$ cat src/rtl/multi_channel_clock_gate_ctrl_pkg.sv
// Shared definitions for the multi-channel clock-gate controller.
// Holds the per-channel FSM state encoding and the default parameter values
// used by the top module.
package multi_channel_clock_gate_ctrl_pkg;

  typedef enum logic [1:0] {
    ST_OFF       = 2'd0,
    ST_ON        = 2'd1,
    ST_IDLE_WAIT = 2'd2
  } ch_state_e;

  localparam int NUM_CH_DEF      = 4;
  localparam int SYNC_STAGES_DEF = 2;
  localparam int IDLE_CNT_W_DEF  = 8;

endpackage

$ cat src/rtl/multi_channel_clock_gate_ctrl_clock_gate_cell.sv
// Integrated clock-gating cell: a latch that is transparent while clk_in is
// low, followed by an AND with clk_in. Because the enable can only change
// while clk_in is low, the gated output never produces a truncated pulse.
// Ports:
//   clk_in  - root clock
//   en      - clock enable, may change at any time
//   clk_out - gated clock
module clock_gate_cell (
  input  logic clk_in,
  input  logic en,
  output logic clk_out
);

  logic latch_q;

  always_latch begin
    if (!clk_in) latch_q <= en;
  end

  assign clk_out = clk_in & latch_q;

endmodule

$ cat src/rtl/multi_channel_clock_gate_ctrl.sv
// Multi-channel clock-gating controller.
// Each channel synchronises its asynchronous enable request, runs a small
// OFF / ON / IDLE_WAIT FSM with an idle hysteresis counter, and drives a
// latch-based ICG cell. test_mode forces every gated clock to run without
// disturbing the FSMs.
// Ports:
//   clk_in      - root clock (ungated)
//   rst_n       - synchronous active-low reset
//   en_req      - per-channel enable request, asynchronous to clk_in
//   busy        - per-channel activity flag, synchronous; holds clock on
//   idle_thresh - idle cycles required before gating (quasi-static)
//   test_mode   - forces all clk_out to follow clk_in
//   clk_out     - gated clocks
//   ch_active   - 1 while the channel FSM is not OFF
//   all_idle    - 1 when every channel FSM is OFF
module multi_channel_clock_gate_ctrl
  import multi_channel_clock_gate_ctrl_pkg::*;
#(
  parameter int NUM_CH      = NUM_CH_DEF,
  parameter int SYNC_STAGES = SYNC_STAGES_DEF,
  parameter int IDLE_CNT_W  = IDLE_CNT_W_DEF
) (
  input  logic                  clk_in,
  input  logic                  rst_n,
  input  logic [NUM_CH-1:0]     en_req,
  input  logic [NUM_CH-1:0]     busy,
  input  logic [IDLE_CNT_W-1:0] idle_thresh,
  input  logic                  test_mode,
  output logic [NUM_CH-1:0]     clk_out,
  output logic [NUM_CH-1:0]     ch_active,
  output logic                  all_idle
);

  // Synchroniser: row 0 captures en_req, the last row is the synchronised value.
  logic [SYNC_STAGES-1:0][NUM_CH-1:0] sync_q;
  logic [NUM_CH-1:0]                  en_sync;
  logic [NUM_CH-1:0]                  clk_en;

  always_ff @(posedge clk_in) begin
    if (!rst_n) begin
      sync_q <= '0;
    end else begin
      sync_q <= {sync_q[SYNC_STAGES-2:0], en_req};
    end
  end

  assign en_sync = sync_q[SYNC_STAGES-1];

  for (genvar i = 0; i < NUM_CH; i++) begin : g_ch
    // Per-channel FSM state is kept here so it can be probed hierarchically.
    ch_state_e             state_q;
    logic [IDLE_CNT_W-1:0] cnt_q;
    logic [IDLE_CNT_W-1:0] thr_q;

    always_ff @(posedge clk_in) begin
      if (!rst_n) begin
        state_q <= ST_OFF;
        cnt_q   <= '0;
        thr_q   <= '0;
      end else begin
        case (state_q)
          ST_OFF: begin
            // busy alone never wakes a gated channel
            if (en_sync[i]) state_q <= ST_ON;
          end
          ST_ON: begin
            if (!en_sync[i] && !busy[i]) begin
              if (idle_thresh != '0) begin
                state_q <= ST_IDLE_WAIT;
                cnt_q   <= IDLE_CNT_W'(1);
                thr_q   <= idle_thresh;
              end else begin
                state_q <= ST_OFF;
              end
            end
          end
          ST_IDLE_WAIT: begin
            // Wake takes priority over expiry in the same cycle.
            if (en_sync[i] || busy[i]) begin
              state_q <= ST_ON;
              cnt_q   <= '0;
            end else if (cnt_q == thr_q) begin
              state_q <= ST_OFF;
              cnt_q   <= '0;
            end else if (cnt_q != '1) begin
              cnt_q <= cnt_q + 1'b1;
            end
          end
          default: begin
            state_q <= ST_OFF;
            cnt_q   <= '0;
          end
        endcase
      end
    end

    assign ch_active[i] = (state_q != ST_OFF);
    assign clk_en[i]    = ch_active[i] | test_mode;

    clock_gate_cell u_icg (
      .clk_in  (clk_in),
      .en      (clk_en[i]),
      .clk_out (clk_out[i])
    );
  end

  assign all_idle = ~|ch_active;

endmodule

$ cat config.mk
export PLATFORM = sky130hd
export DESIGN_NAME = multi_channel_clock_gate_ctrl
export DESIGN_NICKNAME = d
export VERILOG_FILES = /design/src/rtl/multi_channel_clock_gate_ctrl_pkg.sv /design/src/rtl/multi_channel_clock_gate_ctrl_clock_gate_cell.sv /design/src/rtl/multi_channel_clock_gate_ctrl.sv
export SDC_FILE = /design/constraint.sdc
export NUM_CORES = 1
export LEC_CHECK = 0
export ABC_AREA = 1
export CAP_MARGIN = 5
export CORE_ASPECT_RATIO = 0.8
export CORE_MARGIN = 4
export CORE_UTILIZATION = 35
export CTS_CLUSTER_SIZE = 25
export DETAILED_ROUTE_END_ITERATION = 6
export GPL_TIMING_DRIVEN = 0
export PLACE_DENSITY_LB_ADDON = 0.25
export SYNTH_ARGS = -nofsm -noshare
export SYNTH_HDL_FRONTEND = slang
export SYNTH_SLANG_ARGS = --single-unit
$ cat constraint.sdc
create_clock -name clk_in -period 1.4 [get_ports clk_in]
set_input_delay 0.35 -clock clk_in [delete_from_list [all_inputs] [get_ports clk_in]]
set_output_delay 0.35 -clock clk_in [all_outputs]
set_load 0.01 [all_outputs]
==> summary.txt <==
Status
  – Status: complete, but fails checks
  – Failing checks: negative setup slack

Detailed routing
  – Routed len/inst: approximately 15 µm
  – Post-DRT Antenna Nets: 0
  – Iter 0 DRT Violations: ~300
  – Detailed-route DRC error count: 0
  – Post-Route WL: 15.5 mm
  – Drt pass-1 iters: 5
  – Vias per cell: about 4.8
  – Via count: around 5.2k

Final layout
  – Non-filler instance count after layout: about 1.1k
  – Share of post-route cells with drive strength above 1: 43.4%
  – Cell area after layout: just under 8000 µm²
  – Final net count: 923
  – Fillers: around 1.2k
  – Core Util, Final: a little under three fifths
  – # diodes: 0
  – Synth-to-layout area growth: 54.6%

STA
  – Setup-failing EPs final: 59
  – Slew Limit Headroom: ~70%
  – Final worst-path setup slack: -719 ps
  – RSZ-0062 raised after global routing: true
  – Worst Clk Skew: about 9.4 ps
  – Tightest Pin Transition: around 450 ps
  – Final setup TNS: -9740 ps
  – Fin. Hold Viols: 0
  – Max-slew violations: 0

Synthesis
  – Top FF cell, synth: dfxtp_1
  – Mux share of post-synthesis cell area: 0%
  – Largest family of logic cells by synthesized area: simple AND/OR/NAND/NOR gates
  – XOR/XNOR Fraction of Synth Area: 4.17%
  – Post-synthesis cell area: around 5000 µm²
  – Adder-Cell Fraction of Synth Area: 4.97%
  – FF+latch count, synth: between 80 and 90
  – Most common cell in the netlist: nand2_1
  – YS warnings: 0
  – Syn Inst Count: approximately 750
  – Compound-Gate Fraction of Synth Area: a little under a tenth
  – Simple logic cell fraction of the synthesized area: a little over a third
  – Top cell type by total area after synthesis: dfxtp_1
  – Synthesized area per cell: approximately 6.7 µm²
  – Async SR Flop Fraction: 0%
  – Mapped Nets: 791
  – Unique cell type count in the Yosys netlist: 34
  – Top cell type's share of synthesized area: about a third
  – Top cells by area, synth: dfxtp_1, nand2_1, inv_1
  – Synth cell count leaders: nand2_1, inv_1, nor2_1, dfxtp_1, nand3_1
  – Post-synth EDFFs: 0

Place
  – Placed Area: between 5000 and 6000 µm²
  – DP Worst Slack: -1050 ps
  – DP HPWL: 8.98 mm
  – Dpl cells: 959
  – Buffers added on ports: 27
  – GPL Wtd Cong: about 0.83

Global routing
  – Initial antenna violation count: 0
  – Vias in the first global route: 4,948
  – Remaining Overflow, GRT: 0
  – Pin count of the biggest net entering global routing: 15
  – Total GRT Usage: between 10% and 20%
  – First-pass GRT wire length: 24.2 mm

Floorplanning
  – # IOs: 28
  – Core Rows: 38
  – Core Footprint: between 10,000 and 15,000 µm²
  – Die area: 16,400 µm²
  – Starting Density: between 30% and 40%
  – DIE WIDTH: between 100 and 150 µm
  – Vert. Die Dim: roughly 120 µm

Critical path
  – Critical Path Slowest Stage Cell: dlxtn_1
  – Req. time, crit path: about 1100 ps
  – Critical path arrival: around 1800 ps
  – Kind of critical path: latch -> out
  – Worst path buffer plus inverter count: 2
  – Slowest Stage Delay on Critical Path: ~390 ps
  – CP endpoint kind: primary output
  – Nature of the critical path startpoint: latch
  – Crit-path cells: nand2_1, inv_1, buf_6
  – CP top delay family: latches
  – CP Max Fanout: 1

Power
  – PwrDens: about 2000 nW/µm²
  – Pleak: 3.32 nW
  – Peak supply drop: 1020 µV

Clocking
  – Worst-path clk slew: 70 ps
  – CTS tree: yes
  – Worst skew pair latency: 460 ps
  – Hold_buf cts: 0

Job
  – Max-cap violations: 0

Hold path
  – Hold crit path type: in -> reg
## power breakdown
group          total, mW  internal (mW)  switching (mW)  leakage [nW]
Clock               3.56           2.21            1.35         0.273
Combinational       8.45           4.01            4.44          2.34
Sequential          3.52           2.98           0.548         0.706
## layout make-up
type	instances	area (µm²)	share of cell area (%)
multi-input combinational	526	3600	46.2
tap	180	225	2.89
timing repair buffer	115	1090	14.0
clock inverter	7	36.3	0.466
sequential	84	1750	22.4
buffer	16	159	2.04
clock buffer	21	448	5.75
inverter	120	485	6.23
## path summary, 6_finish.rpt
| path | from | end | slack (ps) | depth (start not counted) |
|---|---|---|---|---|
| setup / recovery | g_ch[3].u_icg.latch_q | clk_out[3] | -720 | 3 |
| hold / removal | idle_thresh[7] | g_ch[1].thr_q[7] | 260 | 3 |
| setup reg to reg | g_ch[1].state_q[0] | g_ch[1].cnt_q[4] | -190 | 12 |
| hold reg to reg | sync_q[2] | en_sync[2] | 410 | 2 |
## metal layers
layer | up-vias | track usage, % | part of all wire [%]
met5 | - | 0 | 0
met4 | 0 | 7.67 | 1.9
met3 | 31 | 4.41 | 5.2
met2 | 139 | 29.8 | 47
met1 | 2350 | 24.2 | 46
li1 | 2641 | - | -
## cell usage in the layout, fill, tap and decap left out, types with 11 or more instances in the layout
cell / instances
dfxtp_4: 14
dfxtp_2: 24
xnor2_1: 19
ha_4: 14
clkbuf_16: 15
a21oi_1: 32
nor2_1: 66
dfxtp_1: 42
inv_2: 22
nor2_2: 21
buf_4: 57
nor2_4: 13
nand2_2: 35
nand2_1: 147
nand3_1: 22
o21ai_0: 23
buf_6: 43
a21oi_2: 11
nand4_1: 25
inv_1: 91
nand3_2: 35
## tightest hold or removal path: cells and delay by family
kind / cells / cell delay [ps]
and+or+nand+nor: 2 / 140
buffers and inverters: 1 / 190
## registers in the layout (all words and copies together) (netlist names)
signal and cells:
en_sync 4, g_ch.cnt_q 32, g_ch.state_q 8, g_ch.thr_q 32, g_ch.u_icg.latch_q 4, sync_q 4
## metrics by stage
step | hold WS [ps] | total power, mW
floorplan | 390 | 7.39
finish | 256 | 15.5
detailed placement | 401 | 8.77
global route | 281 | 16.5
CTS | 340 | 13.9
global placement | 394 | 8.74
## timing repair
action,4_1_cts,5_1_grt
pin swaps,58,71
cloned,8,0
endpoints found under the setup margin,93,67
resized for setup,183,153
setup buffers,56,35
## kinds of logic after synthesis
logic type               Yosys count
buffers and inverters            144
XOR/XNOR                          24
flip-flops                        80
AO/OA/AOI/OAI                     85
AND/OR/NAND/NOR                  395
adder cells (fa/ha/maj)           20
latches                            4
(Power assumes the default switching activity.)
